`src/rtl/cpu_pkg.sv`:
```
// Shared fetch-path types and constants.
package cpu_pkg;
  localparam logic [31:0] RESET_PC_DEFAULT = 32'h0000_0000;

  typedef enum logic [1:0] {IDLE, FETCH, VALID, HALT} fetch_state_t;

  // Source for the fetch-address register when it is loaded.
  typedef enum logic [1:0] {NPC_SEQ, NPC_REDIR, NPC_TGT, NPC_RESET} npc_sel_t;

  function automatic logic [31:0] word_align(input logic [31:0] a);
    return {a[31:2], 2'b00};
  endfunction
endpackage

```
`src/rtl/fetch_unit_if.sv`:
```
// Fetch-unit bus: instruction-memory request side plus decoder/redirect side.
// FETCH_MISALIGN_TRAP_EN adds the misaligned status line.
interface fetch_unit_if;
  logic        mem_req;
  logic [31:0] mem_addr;
  logic        mem_ack;
  logic [31:0] mem_rdata;
  logic [31:0] instr;
  logic        instr_valid;
  logic        instr_ready;
  logic [31:0] pc;
  logic        redirect;
  logic [31:0] redirect_pc;
`ifdef FETCH_MISALIGN_TRAP_EN
  logic        misaligned;
`endif

  modport master (
`ifdef FETCH_MISALIGN_TRAP_EN
    output misaligned,
`endif
    output mem_req, mem_addr, instr, instr_valid, pc,
    input  mem_ack, mem_rdata, instr_ready, redirect, redirect_pc
  );

  modport slave (
`ifdef FETCH_MISALIGN_TRAP_EN
    input  misaligned,
`endif
    input  mem_req, mem_addr, instr, instr_valid, pc,
    output mem_ack, mem_rdata, instr_ready, redirect, redirect_pc
  );
endinterface

```
`src/rtl/fetch_pc.sv`:
```
// Fetch address / PC datapath: request address, instruction PC, discard flag
// and pending redirect target. FETCH_MISALIGN_TRAP_EN keeps raw redirect bits.
module fetch_pc import cpu_pkg::*; #(
  parameter logic [31:0] RESET_PC = RESET_PC_DEFAULT
) (
  input  logic        clk,
  input  logic        rst,
  input  logic        addr_ld_i,
  input  npc_sel_t    addr_sel_i,
  input  logic        pc_ld_i,
  input  logic        disc_set_i,
  input  logic        disc_clr_i,
  input  logic [31:0] redirect_pc_i,
  output logic [31:0] addr_o,
  output logic [31:0] pc_o,
  output logic        discard_o
);
  logic [31:0] addr_q, addr_d, pc_q, tgt_q, redir_pc;
  logic        disc_q;

`ifdef FETCH_MISALIGN_TRAP_EN
  // A misaligned target halts the unit, so it is never actually requested.
  assign redir_pc = redirect_pc_i;
`else
  assign redir_pc = word_align(redirect_pc_i);
`endif

  always_comb begin
    addr_d = addr_q;
    if (addr_ld_i) begin
      case (addr_sel_i)
        NPC_SEQ:   addr_d = pc_q + 32'd4;
        NPC_REDIR: addr_d = redir_pc;
        NPC_TGT:   addr_d = tgt_q;
        default:   addr_d = RESET_PC;
      endcase
    end
  end

  always_ff @(posedge clk or posedge rst) begin
    if (rst) begin
      addr_q <= RESET_PC;
      pc_q   <= RESET_PC;
      tgt_q  <= RESET_PC;
      disc_q <= 1'b0;
    end else begin
      addr_q <= addr_d;
      if (pc_ld_i) pc_q <= addr_q;
      if (disc_set_i) begin
        disc_q <= 1'b1;
        tgt_q  <= redir_pc;
      end else if (disc_clr_i) begin
        disc_q <= 1'b0;
      end
    end
  end

  assign addr_o    = addr_q;
  assign pc_o      = pc_q;
  assign discard_o = disc_q;
endmodule

```
`src/rtl/fetch_unit.sv`:
```
// Single-outstanding instruction fetch with redirect/discard handling.
// FETCH_MISALIGN_TRAP_EN enables the HALT-on-misaligned-redirect trap.
module fetch_unit import cpu_pkg::*; #(
  parameter logic [31:0] RESET_PC = RESET_PC_DEFAULT
) (
  input  logic          clk,
  input  logic          rst,
  fetch_unit_if.master  bus
);
  fetch_state_t state_q, state_d;
  logic [31:0]  instr_q, pc_w, addr_w;
  logic         addr_ld, pc_ld, disc_set, disc_clr, discard, trap;
  logic         mem_req, instr_valid;
  npc_sel_t     addr_sel;

`ifdef FETCH_MISALIGN_TRAP_EN
  assign trap = bus.redirect && (bus.redirect_pc[1:0] != 2'b00);
`else
  assign trap = 1'b0;
`endif

  always_ff @(posedge clk or posedge rst) begin
    if (rst) state_q <= IDLE;
    else     state_q <= state_d;
  end

  always_comb begin
    state_d = state_q;
    case (state_q)
      IDLE:    state_d = trap ? HALT : FETCH;
      FETCH:   if (trap) state_d = HALT;
               else if (bus.mem_ack && !bus.redirect && !discard) state_d = VALID;
      VALID:   if (trap) state_d = HALT;
               else if (bus.redirect || bus.instr_ready) state_d = FETCH;
      HALT:    state_d = HALT;
      default: state_d = IDLE;
    endcase
  end

  // Datapath controls; a returning word is kept only if no redirect is live or pending.
  always_comb begin
    mem_req     = 1'b0;
    instr_valid = 1'b0;
    addr_ld     = 1'b0;
    addr_sel    = NPC_SEQ;
    pc_ld       = 1'b0;
    disc_set    = 1'b0;
    disc_clr    = 1'b0;
    case (state_q)
      IDLE: begin
        addr_ld  = 1'b1;
        addr_sel = bus.redirect ? NPC_REDIR : NPC_RESET;
      end
      FETCH: begin
        mem_req = 1'b1;
        if (bus.mem_ack) begin
          if (bus.redirect || discard) begin
            addr_ld  = 1'b1;
            addr_sel = bus.redirect ? NPC_REDIR : NPC_TGT;
            disc_clr = 1'b1;
          end else begin
            pc_ld = 1'b1;
          end
        end else if (bus.redirect) begin
          disc_set = 1'b1;
        end
      end
      VALID: begin
        instr_valid = 1'b1;
        if (bus.redirect) begin
          addr_ld  = 1'b1;
          addr_sel = NPC_REDIR;
        end else if (bus.instr_ready) begin
          addr_ld  = 1'b1;
          addr_sel = NPC_SEQ;
        end
      end
      default: ;
    endcase
  end

  always_ff @(posedge clk or posedge rst) begin
    if (rst)        instr_q <= 32'h0;
    else if (pc_ld) instr_q <= bus.mem_rdata;
  end

  fetch_pc #(.RESET_PC(RESET_PC)) u_pc (
    .clk           (clk),
    .rst           (rst),
    .addr_ld_i     (addr_ld),
    .addr_sel_i    (addr_sel),
    .pc_ld_i       (pc_ld),
    .disc_set_i    (disc_set),
    .disc_clr_i    (disc_clr),
    .redirect_pc_i (bus.redirect_pc),
    .addr_o        (addr_w),
    .pc_o          (pc_w),
    .discard_o     (discard)
  );

  assign bus.mem_req     = mem_req;
  assign bus.mem_addr    = addr_w;
  assign bus.instr       = instr_q;
  assign bus.instr_valid = instr_valid;
  assign bus.pc          = pc_w;
`ifdef FETCH_MISALIGN_TRAP_EN
  assign bus.misaligned  = (state_q == HALT);
`endif
endmodule

```
`src/flat_wrapper.sv`:
```
// flat-port wrapper written by rule: the top's interface ports become plain ports
module fetch_unit_flat import cpu_pkg::*;
#(
  parameter logic [31:0] RESET_PC = RESET_PC_DEFAULT
)
  (clk, rst, bus_mem_req, bus_mem_addr, bus_instr, bus_instr_valid, bus_pc, bus_mem_ack, bus_mem_rdata, bus_instr_ready, bus_redirect, bus_redirect_pc);
  fetch_unit_if bus_i ();
  input  logic clk;
  input  logic rst;
  output wire logic [$bits(bus_i.mem_req)-1:0] bus_mem_req;
  output wire logic [$bits(bus_i.mem_addr)-1:0] bus_mem_addr;
  output wire logic [$bits(bus_i.instr)-1:0] bus_instr;
  output wire logic [$bits(bus_i.instr_valid)-1:0] bus_instr_valid;
  output wire logic [$bits(bus_i.pc)-1:0] bus_pc;
  input wire logic [$bits(bus_i.mem_ack)-1:0] bus_mem_ack;
  input wire logic [$bits(bus_i.mem_rdata)-1:0] bus_mem_rdata;
  input wire logic [$bits(bus_i.instr_ready)-1:0] bus_instr_ready;
  input wire logic [$bits(bus_i.redirect)-1:0] bus_redirect;
  input wire logic [$bits(bus_i.redirect_pc)-1:0] bus_redirect_pc;
  assign bus_mem_req = bus_i.mem_req;
  assign bus_mem_addr = bus_i.mem_addr;
  assign bus_instr = bus_i.instr;
  assign bus_instr_valid = bus_i.instr_valid;
  assign bus_pc = bus_i.pc;
  assign bus_i.mem_ack = bus_mem_ack;
  assign bus_i.mem_rdata = bus_mem_rdata;
  assign bus_i.instr_ready = bus_instr_ready;
  assign bus_i.redirect = bus_redirect;
  assign bus_i.redirect_pc = bus_redirect_pc;
  fetch_unit #(.RESET_PC(RESET_PC)) u_core (.clk(clk), .rst(rst), .bus(bus_i));
endmodule
```
`config.mk`:
```
export PLATFORM = sky130hd
export DESIGN_NAME = fetch_unit_flat
export DESIGN_NICKNAME = d
export VERILOG_FILES = /design/src/rtl/cpu_pkg.sv /design/src/rtl/fetch_unit_if.sv /design/src/rtl/fetch_pc.sv /design/src/rtl/fetch_unit.sv /design/src/flat_wrapper.sv
export SDC_FILE = /design/constraint.sdc
export NUM_CORES = 1
export LEC_CHECK = 0
export ABC_AREA = 1
export CORE_MARGIN = 4
export CORE_UTILIZATION = 53
export CTS_CLUSTER_SIZE = 14
export DETAILED_ROUTE_END_ITERATION = 7
export PLACE_DENSITY = 0.95
export SYNTH_ARGS = -nofsm -noshare
export SYNTH_HDL_FRONTEND = slang
export SYNTH_HIERARCHICAL = 1
export SYNTH_SLANG_ARGS = --single-unit
```
`constraint.sdc`:
```
create_clock -name clk -period 6.7 [get_ports clk]
set_input_delay 1.34 -clock clk [delete_from_list [all_inputs] [get_ports clk]]
set_output_delay 1.34 -clock clk [all_outputs]
set_load 0.02 [all_outputs]
```
**After elaboration in Yosys (flattened, before gate mapping)**

Cells that the tools add are included.

- Multiplexer cells: 26
- Add/sub/neg operators: 1
- Reduce and logical (&&, ||, !) cells: 10
- Eq/ne operators: 7

Operator list:

| cell | number |
|---|---|
| 32-bit case mux with 3 select lines | 1 |
| 32-bit by 3-bit adder with 32-bit output, second input constant | 1 |
| 1-bit 2-to-1 mux | 16 |
| 2-bit 2-to-1 mux | 6 |
| 2-bit case mux with 4 select lines | 1 |
| 2-bit equality test, second input constant | 3 |
| 2-bit case mux with 3 select lines | 1 |
| 2-bit by 1-bit equality test with 1-bit output, second input constant | 2 |
| 2-bit logical NOT | 2 |
| 2-bit by 1-bit != test with 1-bit output, second input constant | 2 |
| 1-bit case mux with 3 select lines | 1 |
| 1-bit logical AND | 2 |
| 1-bit logical NOT | 2 |
| 1-bit logical OR | 2 |
| 2-bit AND reduction | 1 |
| 2-bit nonzero test | 1 |

- Input bits: 69
- Register bits: 129
- Output and inout port bits: 98
- Word-level logic and storage cells: 50

**Longest topological paths before layout**

- Word-level depth: 6
- Depth in mapped cells: 13
- Mapped depth without buffers: 12

**By module**

Netlist, hierarchy kept.

Modules (own cells, without submodules):

| module | area each (µm²) | cells an instance | instances | sequential area each (µm²) |
|---|---|---|---|---|
| fetch_pc | 4971.0 | 678 | 1 | 2377.3 |
| fetch_unit | 1541.5 | 173 | 1 | 850.8 |

**Worst setup path before layout**

Ideal clock, no wire load.

- Path kind: input to register
- From: input bus_mem_ack
- To: register u_core.u_pc.addr_q[25], in the netlist u_core/u_pc/addr_o[25]
- Slack: 3.917 ns
- Cell stages on the path: 11
- Library setup time: 0.116 ns
- Data arrival time: 2.666 ns
- Buffers on the path: 2
- Data required time: 6.584 ns
- Cells stage by stage: buf_2 > a21oi_1 > o21ai_0 > nor2_4 > inv_1 > clkbuf_1 > o21ai_0 > inv_1 > nand2_1 > nand2_1 > nand2_1

- Word-level cells in the longest chain between the ends: 4
- Elaborated cells between the ends (all ways): 8
- Those cells by class: eq/ne (2); mux (5); reduce/logical (1)

RTL lines:

| element | RTL line | text |
|---|---|---|
| start, declared | flat_wrapper.sv:15 | `input wire logic [$bits(bus_i.mem_ack)-1:0] bus_mem_ack;` |
| 2-bit 2-to-1 mux (*) | fetch_unit.sv:56 | `if (bus.mem_ack) begin` |
| 2-bit case mux with 3 select lines (*) | fetch_unit.sv:49 | `case (state_q)` |
| net u_core.addr_sel[0] | fetch_unit.sv:14 | `npc_sel_t addr_sel;` |
| 2-bit equality test, or another cell as far along | fetch_pc.sv:31 | `case (addr_sel_i)` |
| 32-bit case mux with 3 select lines (*) | fetch_pc.sv:31 |  |
| end signal, assigned | fetch_pc.sv:47 | `addr_q <= addr_d;` |
| end, declared | fetch_pc.sv:18 | `logic [31:0] addr_q, addr_d, pc_q, tgt_q, redir_pc;` |

Mark *: on every way through the listed nets, which the timed path passes. The rest lies on a longest branch.
A chain may end at the register's enable or synchronous reset.

**Worst setup path after layout**

- From: input bus_mem_ack
- To: register u_core.u_pc.addr_q[0], in the netlist u_core/u_pc/addr_o[0]

- Elaborated cells between the ends (all ways): 8
- Those cells by class: eq/ne (2); mux (5); reduce/logical (1)

RTL lines:

| element | RTL line | text |
|---|---|---|
| 1-bit 2-to-1 mux | fetch_unit.sv:56 |  |
| 1-bit case mux with 3 select lines | fetch_unit.sv:49 |  |
| net u_core.addr_ld | fetch_unit.sv:12 | `logic addr_ld, pc_ld, disc_set, disc_clr, discard, trap;` |

The timed path passes the listed nets, and every way through them passes these cells.

==> results by group <==
STA
  • Tmin final: 4.08 ns
  • Fin crit share: 0.609
  • Max_slew headroom: 0.261
  • Fmax: 0.245 GHz
  • RSZ-0062 raised after global routing: false
  • Final setup vio count: 0
  • Final setup TNS: 0 ns
  • Clk_skew: 0.00882 ns
  • Slew Limit Fails: 0
  • Worst-Margin Slew: 1.11 ns
  • Final Hold Fails: 0

CTS
  • CTS clk-pin slew, worst paths: 0.06 ns
  • Post-CTS sizing: 0
  • Clock Latency Late Sink: 0.41 ns
  • Clock Path Buffers: 2
  • Post-CTS Setup Repair Bufs: 0
  • CTS sink count: 129
  • Hold_buf cts: 0
  • CTS tree: yes
  • Root buffer cell: clkbuf_16
  • H-tree depth: 4
  • Total CTS buffers: 17

Job
  • Max Cap Viol: 0

Global routing
  • Vias in the first global route: 6067
  • Largest net degree at the start of global routing: 71
  • Grt ovf: 0
  • Initial antenna violation count: 0
  • Gr usage total: 0.262
  • First-pass GRT wire length: 29.9 mm

Route
  • ANT nets after route: 0
  • DR iter-0 viols: 615
  • Via-to-Cell Ratio: 5.42
  • Top layer in use: met4
  • Residual DRC: 0
  • Met3 WL: 1.75 mm
  • Drt pass-1 iters: 6
  • Avg WL per Cell: 16.0 µm
  • Vias: 6296
  • Final WL: 18.5 mm
  • DRT met1 WL: 7.29 mm
  • WL met2: 9.14 mm

Critical path
  • CP Capture Type: register
  • Crit path arrival time: 4.38 ns
  • Setup CP Type: in2reg
  • Crit-path slowest cell: clkinv_1
  • Worst path most repeated cell: buf_4
  • Critical Path RT: 7.00 ns
  • CP cell instances: clkdlybuf4s50_1, buf_4, inv_1, nor2_1, nand2_1, nand3_1, buf_4, clkinv_1, o31ai_1
  • CP max FO: 38
  • Startpoint Class: input pin
  • CP bufs+invs: 5
  • Slowest stage delay, CP: 0.95 ns
  • CP delay by family, top: buffers and inverters

Yosys
  • Simple-gate share of the synthesized area: 0.315
  • FFs w/ async S/R, synth: 1.00
  • Syn nets: 921
  • Post-synth EDFFs: 0
  • Post-synthesis mux area share: 0.0156
  • Synth Flop Type: dfrtp_1
  • Fraction of the mapped netlist area in adder cells: 0.00192
  • #FFs+latches synth: 129
  • Cell variety after synth: 28
  • Commonest cells in the netlist: nand2_1, dfrtp_1, inv_1
  • Mapped Cells: 851
  • Synth top area cells: dfrtp_1, nand2_1, o21ai_0, inv_1, nand3_1
  • Area share of the largest cell type after synthesis: 0.496
  • Post-Synthesis Cell Area: 6510 µm²
  • Top cell type by total area after synthesis: dfrtp_1
  • Share of the yosys chip area belonging to registers: 0.496
  • Xor/xnor share of the synthesized area: 0
  • Synth warn: 6
  • Synthesized area per cell: 7.65 µm²
  • Most common cell in the netlist: nand2_1
  • Combinational family with the most area after synthesis: simple AND/OR/NAND/NOR gates
  • Compound-Gate Fraction of Synth Area: 0.0838

Die
  • I/O pins: 167
  • Initial Utilization: 0.542
  • Die span in x: 119 µm
  • DIE AREA: 14100 µm²
  • Core area: 12000 µm²
  • Die height: 119 µm
  • Row Count: 40

Placement
  • IO Port Bufs: 164
  • Half-perimeter wire length after placement: 12.6 mm
  • Gpl congestion: 0.954

Final layout
  • Layout cells sized above 1: 0.0720
  • Nets: 1071
  • Area growth syn-to-layout: 34.2%
  • Ant diodes: 0
  • Layout fillers: 858

Pwr
  • Cell Pwr Density: 486 nW/µm²
  • Leak: 4.01 nW
  • Peak supply drop: 0.266 mV
  • Final Power: 0.00425 W

Run status
  • Status: finished, final reports clean

Hold path
  • Worst Hold Class: reg2reg
[area by class of cell]
type / instances / area [µm²] / area share
Tap cell: 147 / 184 / 0.0210
Inverter: 94 / 354 / 0.0405
Clock buffer: 18 / 439 / 0.0502
Timing Repair Buffer: 170 / 1690 / 0.193
Clock inverter: 14 / 134 / 0.0153
Multi-Input combinational cell: 589 / 2720 / 0.311
Sequential cell: 129 / 3230 / 0.369
[metrics by stage]
stage / setup WS, ns / instances / hold WS (ns) / util / cell area [µm²]
after CTS: 2.70 / 1161 / 0.476 / 0.728 / 8740
final: 2.62 / 1161 / 0.476 / 0.728 / 8740
after global placement: 2.38 / 1129 / 0.453 / 0.680 / 8170
after floorplan: 2.88 / 851 / 0.481 / - / 6510
after global routing: 2.35 / 1161 / 0.503 / 0.728 / 8740
after detailed placement: 2.25 / 1129 / 0.461 / 0.680 / 8170
[layout by cell type, fill, tap and decap left out, types with 2 or more instances in the layout]
master and n:
a21oi_1 9, buf_4 6, clkbuf_16 17, clkdlybuf4s50_1 164, clkinv_2 2, clkinv_4 5, clkinvlp_4 5, dfrtp_1 129
inv_1 91, inv_6 2, mux2_2 9, nand2_1 330, nand2_2 4, nand3_1 46, nand4_1 34, nor2_1 39
nor2_2 8, nor2_4 8, o211ai_1 5, o21ai_0 88, o31ai_1 2
[flip-flops by register name (all words and copies together) (netlist names)]
signal	cells
u_core/u_pc/pc_o	32
u_core/u_pc/discard_o	1
u_core/u_pc/addr_o	32
u_core/u_pc/tgt_q	30
u_core/state_q	2
u_core/bus.instr	32
[worst register-to-register path, cell delays in order, from the launching register on]
cell and delay (ns):
dfrtp_1 0.44, nor2_8 0.43, nand2_1 0.13, nand3_1 0.09, buf_4 0.35, clkinv_1 0.96
o31ai_1 0.51
[final timing paths]
kind,startpoint,endpoint,slack [ns],cells past startpoint
max reg2reg,u_core/state_q[1]$_DFFE_PP0P_,u_core/u_pc/addr_o[0]$_DFFE_PP0P_,3.67,6
max in group asynchronous,rst,u_core/u_pc/addr_o[19]$_DFFE_PP0P_,4.18,3
max,bus_mem_ack,u_core/u_pc/addr_o[0]$_DFFE_PP0P_,2.62,9
min reg2reg,u_core/bus.instr[18]$_DFFE_PP0P_,u_core/bus.instr[18]$_DFFE_PP0P_,0.48,2
min,u_core/bus.instr[18]$_DFFE_PP0P_,u_core/bus.instr[18]$_DFFE_PP0P_,0.48,2
min in group asynchronous,rst,u_core/state_q[1]$_DFFE_PP0P_,1.15,2
[per-layer routing]
metal / track usage / up-vias
met1: 0.317 / 2937
met3: 0.0874 / 36
met4: 0.0847 / 0
met5: 0 / -
li1: - / 3002
met2: 0.443 / 321
[report_power, final]
| part | total [W] | internal, W | switching [W] |
|---|---|---|---|
| Combinational | 0.00190 | 0.000799 | 0.00110 |
| Clock | 0.000878 | 0.000524 | 0.000354 |
| Sequential | 0.00148 | 0.00115 | 0.000321 |
[logic make-up (layout without fill, tap and decap cells)]
kind of cell    count (synthesis)  in the layout
simple gates                  474            474
buf+inv                       133            296
flops                         129            129
compound gates                105            105
mux                             9              9
fa+ha+maj                       1              1
No activity file was read; power rests on OpenSTA's default activity.
